<file path="src/rtl/lca_seq_pkg.sv">
// Shared definitions for the sequential lookahead adder.
// Holds the FSM state encoding and the elaboration-time helpers that
// derive the slice count and counter width from the top-level widths.
// Optional feature macro used by the sequencer: LCA_SEQ_OVF_EN.
package lca_seq_pkg;

  // 2-bit state encoding of the sequencer FSM
  typedef enum logic [1:0] {
    ST_IDLE = 2'd0,
    ST_RUN  = 2'd1,
    ST_DONE = 2'd2
  } state_t;

  // Ceiling log2; clog2(1) returns 0
  function automatic int clog2(input int n);
    int r;
    r = 0;
    for (int v = n - 1; v > 0; v = v >> 1) begin
      r++;
    end
    return r;
  endfunction

  // Number of slice passes needed for one addition, never below one
  function automatic int calc_num_slices(input int total_w, input int slice_w);
    int n;
    n = total_w / slice_w;
    return (n < 1) ? 1 : n;
  endfunction

  // Slice counter width, never below one bit
  function automatic int calc_cnt_w(input int num_slices);
    int w;
    w = clog2(num_slices);
    return (w < 1) ? 1 : w;
  endfunction

endpackage

</file>
<file path="src/rtl/lca_seq_adder_cla_slice.sv">
// Combinational carry-lookahead slice shared by the sequencer.
// Per-bit propagate/generate feed the carry chain; the carry into bit j
// is g[j-1] | (c[j-1] & p[j-1]) with c[0] the slice carry-in.
module cla_slice #(
  parameter int SLICE_W = 4
) (
  input  logic [SLICE_W-1:0] a,
  input  logic [SLICE_W-1:0] b,
  input  logic               ci,
  output logic [SLICE_W-1:0] s,
  output logic               co
);

  logic [SLICE_W-1:0] p;
  logic [SLICE_W-1:0] g;
  logic [SLICE_W:0]   c;

  assign p = a ^ b;
  assign g = a & b;

  // Carry chain built from propagate/generate terms
  always_comb begin
    c    = '0;
    c[0] = ci;
    for (int j = 1; j <= SLICE_W; j++) begin
      c[j] = g[j-1] | (c[j-1] & p[j-1]);
    end
  end

  assign s  = p ^ c[SLICE_W-1:0];
  assign co = c[SLICE_W];

endmodule

</file>
<file path="src/rtl/lca_seq_adder.sv">
// Multi-cycle wide adder: one SLICE_W-bit lookahead slice is reused for
// NUM_SLICES cycles, LSB slice first, with the inter-slice carry held in
// a register. Operands enter on the in_valid/in_ready handshake and the
// result leaves on the out_valid/out_ready handshake.
//
// Handshake rule (both sides): a transfer happens on a rising clk edge
// where valid and ready are both high; valid never depends on ready.
// Here in_ready is high only in IDLE and out_valid only in DONE, so at
// most one operation is ever in flight.
//
// Optional feature: define LCA_SEQ_OVF_EN to add ovf_out, the signed
// two's-complement overflow flag of the finished sum.
module lca_seq_adder
  import lca_seq_pkg::*;
#(
  parameter int TOTAL_W = 16,
  parameter int SLICE_W = 4
) (
  input  logic               clk,
  input  logic               rst,
  input  logic               in_valid,
  output logic               in_ready,
  input  logic [TOTAL_W-1:0] a_in,
  input  logic [TOTAL_W-1:0] b_in,
  input  logic               c_in,
  output logic               out_valid,
  input  logic               out_ready,
  output logic [TOTAL_W-1:0] sum_out,
  output logic               co_out
`ifdef LCA_SEQ_OVF_EN
  ,
  output logic               ovf_out
`endif
);

  localparam int NUM_SLICES = calc_num_slices(TOTAL_W, SLICE_W);
  localparam int CNT_W      = calc_cnt_w(NUM_SLICES);
  localparam logic [CNT_W-1:0] LAST_CNT = CNT_W'(NUM_SLICES - 1);

  // FSM state and datapath registers
  state_t             state_q;
  logic [CNT_W-1:0]   cnt_q;
  logic               carry_q;
  logic [TOTAL_W-1:0] a_q;
  logic [TOTAL_W-1:0] b_q;
  logic [TOTAL_W-1:0] sum_q;

`ifdef LCA_SEQ_OVF_EN
  // Operand sign bits, kept because the shift registers lose them
  logic               a_msb_q;
  logic               b_msb_q;
`endif

  // Shared slice signals
  logic [SLICE_W-1:0] slice_s;
  logic               slice_co;
  logic [TOTAL_W-1:0] sum_next;

  cla_slice #(
    .SLICE_W (SLICE_W)
  ) u_slice (
    .a  (a_q[SLICE_W-1:0]),
    .b  (b_q[SLICE_W-1:0]),
    .ci (carry_q),
    .s  (slice_s),
    .co (slice_co)
  );

  // Each slice result enters at the MSB end, so after NUM_SLICES passes
  // the first (least significant) slice has reached the bottom.
  generate
    if (NUM_SLICES > 1) begin : g_shift_sum
      assign sum_next = {slice_s, sum_q[TOTAL_W-1:SLICE_W]};
    end else begin : g_single_sum
      assign sum_next = slice_s;
    end
  endgenerate

  // Sequencer FSM with operand/sum shift registers and carry register
  always_ff @(posedge clk) begin
    if (rst) begin
      state_q <= ST_IDLE;
      cnt_q   <= '0;
      carry_q <= 1'b0;
      a_q     <= '0;
      b_q     <= '0;
      sum_q   <= '0;
`ifdef LCA_SEQ_OVF_EN
      a_msb_q <= 1'b0;
      b_msb_q <= 1'b0;
`endif
    end else begin
      case (state_q)
        ST_IDLE: begin
          if (in_valid) begin
            a_q     <= a_in;
            b_q     <= b_in;
            carry_q <= c_in;
            cnt_q   <= '0;
`ifdef LCA_SEQ_OVF_EN
            a_msb_q <= a_in[TOTAL_W-1];
            b_msb_q <= b_in[TOTAL_W-1];
`endif
            state_q <= ST_RUN;
          end
        end
        ST_RUN: begin
          sum_q   <= sum_next;
          a_q     <= a_q >> SLICE_W;
          b_q     <= b_q >> SLICE_W;
          carry_q <= slice_co;
          cnt_q   <= cnt_q + CNT_W'(1);
          if (cnt_q == LAST_CNT) begin
            state_q <= ST_DONE;
          end
        end
        ST_DONE: begin
          // in_valid is deliberately ignored until the result is taken
          if (out_ready) begin
            state_q <= ST_IDLE;
          end
        end
        default: begin
          state_q <= ST_IDLE;
        end
      endcase
    end
  end

  // Handshake flags decode the state; both drop while reset is held
  assign in_ready  = (state_q == ST_IDLE) & ~rst;
  assign out_valid = (state_q == ST_DONE) & ~rst;

  // After the last slice the carry register holds the final carry-out
  assign sum_out = sum_q;
  assign co_out  = carry_q;

`ifdef LCA_SEQ_OVF_EN
  // Overflow: like-signed operands producing an opposite-signed sum
  assign ovf_out = (a_msb_q == b_msb_q) & (sum_q[TOTAL_W-1] != a_msb_q);
`endif

endmodule

</file>
<file path="config.mk">
export PLATFORM = sky130hd
export DESIGN_NAME = lca_seq_adder
export DESIGN_NICKNAME = d
export VERILOG_FILES = /design/src/rtl/lca_seq_pkg.sv /design/src/rtl/lca_seq_adder_cla_slice.sv /design/src/rtl/lca_seq_adder.sv
export SDC_FILE = /design/constraint.sdc
export NUM_CORES = 1
export LEC_CHECK = 0
export BUFFER_PORTS_ARGS = -buffer_cell sky130_fd_sc_hd__buf_2
export CAP_MARGIN = 20
export CORE_MARGIN = 4
export CORE_UTILIZATION = 40
export DETAILED_ROUTE_END_ITERATION = 8
export GPL_ROUTABILITY_DRIVEN = 0
export GPL_TIMING_DRIVEN = 0
export SYNTH_ARGS = -nofsm -noshare
export SYNTH_HDL_FRONTEND = slang
export SYNTH_HIERARCHICAL = 1
export SYNTH_SLANG_ARGS = --single-unit
</file>
<file path="constraint.sdc">
create_clock -name clk -period 2.7 [get_ports clk]
set_clock_uncertainty 0.05 [all_clocks]
set_input_delay 0.27 -clock clk [delete_from_list [all_inputs] [get_ports clk]]
set_output_delay 0.27 -clock clk [all_outputs]
set_load 0.03 [all_outputs]
</file>
==> metrics.yaml <==
outcome:
  outcome: "complete, no violations"
grt:
  antenna_found_initial: 0
  grt_pass1_vias: 1763
  grt_pass1_wl_mm: 8.390
  gr-total-overflow: 0
  grtUsageTotal: 0.1458
  grt_max_degree: 16
finish:
  nets: 348
  seqCellArea_mm2: 0.001061
  multi_input_area_um2: 958.4
  drive_gt1_frac: 0.3192
  area_growth_pct: 19.31
  diodes: 0
  postLayoutCoreUtil: 0.4939
  fin_area_mm2: 0.002736
  num-fill-cells: 562
clocking:
  post-cts-setup-buffers: 0
  insertion_delay_ns: 0.31
  clock_path_buffers: 2
  cts.sinks: 53
  cts_tree: "yes"
  cts-root-buf: "clkbuf_8"
  cts.clk_slew.worst_paths_ns: 0.09
  hold_buffers: 0
  cts-buffers-inserted: 5
  htree_levels: 2
  cts_resized: 0
worst_setup_path:
  slowest_delay_ns: 0.44
  r2r-start: "a_q[0]$_SDFFE_PP0P_"
  worstSetupPathType: "reg -> reg"
  cp.required_ns: 2.89
  path_buf_inv: 4
  worstSetupEndpointType: "flip-flop"
  slowest_stage: "fa_1"
  reg2reg_depth: 10
  critPathTopFamily: "adder cells"
  path_max_fanout: 2
  startpoint_type: "flip-flop"
  r2r_slack_ns: 0.46
  path_cells: "fa_1 > inv_1 > fa_1 > inv_1 > fa_1 > inv_1 > fa_1 > inv_1 > nand2_1 > a21oi_1"
  cp.arrival_ns: 2.43
  crit-reg2reg-capture: "sum_out[15]$_SDFFE_PP0N_"
yosys:
  synth.distinct_cells: 27
  synth_top_area_share: 0.4626
  synth_cells: 245
  synth_top_cell_by_area: "dfxtp_1"
  syn_nets: 287
  synth_seq_area_share: 0.4626
  ys_warn_count: 6
  netlist_top_cells_area: "dfxtp_1 46%, o221a_1 9.3%, a21oi_1 6.8%"
  syn-mean-instance-area_um2: 9.361
  netlist_area_mm2: 0.002293
  ys_ff_latch: 53
timing:
  tightest_slew_ns: 0.5012
  finalHoldViolCount: 0
  post-route-period-util: 0.8286
  slew_viol_final: 0
  tns_ns: 0
  min_period_ns: 2.237
  max_freq_mhz: 447.0
  rsz0062_at_grt: "false"
  setup_violations: 0
  relSlewSlack: 0.6659
place:
  hpwl_mm: 3.722
  placed_area_mm2: 0.002654
  portBuffers: 54
floorplan:
  ios: 56
  fp.dieW_um: 83.72
  die_h_um: 83.72
  core_mm2: 0.005540
  dieArea_mm2: 0.007009
  initial_utilization: 0.4140
  row_count: 27
power_and_ir_drop:
  seq_power_share: 0.547
  switching_share: 0.2816
  intPower_w: 0.001142
  power.density_cell_area_mw_per_mm2: 581.1
  power_w: 0.001590
  power_frac_comb: 0.179
  pwr-share-clk: 0.275
  leakagePower_nw: 1.164
  p_sw_w: 0.0004478
  vdd.ir_drop.worst_mv: 0.2351
min_path:
  hold_class: "in -> reg"
  min_to: "b_q[15]$_SDFFE_PP0P_"
  holdCritStartpoint: "b_in[15]"
  hold_depth: 3
drt:
  ant_nets: 0
  via_per_inst: 4.929
  drt-initial-drc-count: 76
  vias: 1868
  routed_wl_mm: 4.994
  dr.pass1.iters: 4
  post_drt_wl_per_cell_um: 13.18
  drc_errors: 0
run:
  cap_violations: 0
final cells by class:
cell class,count,share of cell area
timing repair buffer,54,0.09877
sequential,53,0.3877
multi-input combinational,138,0.3503
clock inverter,2,0.003658
clock buffer,6,0.02652
buffer,19,0.05213
tap,72,0.03292
inverter,35,0.04801
worst register-to-register path, stage by stage, from the launching register on:
cell and delay (ns):
dfxtp_1 0.35, fa_1 0.44, inv_1 0.08, fa_1 0.15, inv_1 0.05, fa_1 0.35, inv_1 0.07, fa_1 0.42
inv_1 0.07, nand2_1 0.04, a21oi_1 0.10
through the flow:
stage,cells,hold WS [ns],setup WS [ns]
floorplan,245,0.3808,0.5222
global placement,371,0.3904,0.4551
detailed placement,371,0.3941,0.4474
CTS,379,0.1526,0.4230
global route,379,0.1473,0.2868
finish,379,0.1590,0.4628
logic make-up after synthesis:
family	after synthesis	share of synthesized area
compound gates	78	0.2700
fa+ha+maj	5	0.04037
buf+inv	54	0.1195
flops	53	0.4626
mux	1	0.004365
simple gates	54	0.1031
layer usage:
metal,up-vias,routed length (um),track usage
li1,953,-,-
met1,863,2351,0.1891
met2,47,2282,0.2307
met3,5,312,0.05627
met4,0,47,0.03070
met5,-,0,0
cells in the mapped netlist:
| cell | number |
|---|---|
| ha_1 | 1 |
| o221a_1 | 19 |
| fa_1 | 4 |
| nor2_1 | 14 |
| clkbuf_2 | 1 |
| nand2_2 | 1 |
| buf_4 | 2 |
| buf_6 | 6 |
| nor3_1 | 1 |
| o21bai_2 | 1 |
| clkbuf_1 | 3 |
| nand2b_1 | 2 |
| inv_1 | 35 |
| nand2_1 | 32 |
| buf_2 | 5 |
| nor2b_4 | 1 |
| mux2i_1 | 1 |
| o221a_2 | 6 |
| a22oi_1 | 10 |
| a21oi_2 | 11 |
| nor2_2 | 1 |
| dfxtp_1 | 53 |
| buf_1 | 1 |
| a21oi_1 | 31 |
| nor3b_2 | 1 |
| nor3b_1 | 1 |
| buf_8 | 1 |
cell usage in the layout, fill, tap and decap left out:
cell type and n:
a21oi_1 31, a21oi_2 11, a22oi_1 10, buf_1 1
buf_2 59, buf_4 2, buf_6 6, buf_8 1
clkbuf_1 4, clkbuf_2 1, clkbuf_8 5, clkinv_2 2
dfxtp_1 53, fa_1 4, ha_1 1, inv_1 35
mux2i_1 1, nand2_1 32, nand2_2 1, nand2b_1 2
nor2_1 14, nor2_2 1, nor2b_4 1, nor3_1 1
nor3b_1 1, nor3b_2 1, o21bai_2 1, o221a_1 19
o221a_2 6
sequential cells by signal, indices dropped and copies added, names as in the netlist:
register,count
sum_out,16
state_q,2
cnt_q,2
a_q,16
b_q,16
co_out,1
worst max-delay path by stage:
stage                        startpoint                       end  cells after the start
floorplan           co_out$_SDFFE_PP0P_       co_out$_SDFFE_PP0P_                     11
global placement    a_q[0]$_SDFFE_PP0P_  sum_out[15]$_SDFFE_PP0N_                     10
detailed placement  a_q[0]$_SDFFE_PP0P_  sum_out[15]$_SDFFE_PP0N_                     10
CTS                 a_q[0]$_SDFFE_PP0P_  sum_out[15]$_SDFFE_PP0N_                     10
global route        a_q[0]$_SDFFE_PP0P_  sum_out[15]$_SDFFE_PP0N_                     10
finish              a_q[0]$_SDFFE_PP0P_  sum_out[15]$_SDFFE_PP0N_                     10
power by group through the flow:
stage	registers [W]	clock network (W)	logic [W]
finish	0.000869	0.000437	0.000284
global route	0.000877	0.000484	0.000321
CTS	0.000870	0.000445	0.000291
detailed placement	0.000888	0	0.000290
global placement	0.000887	0	0.000287
floorplan	0.000899	0	0.000189
Note: power is estimated with default switching activity, not from simulation.
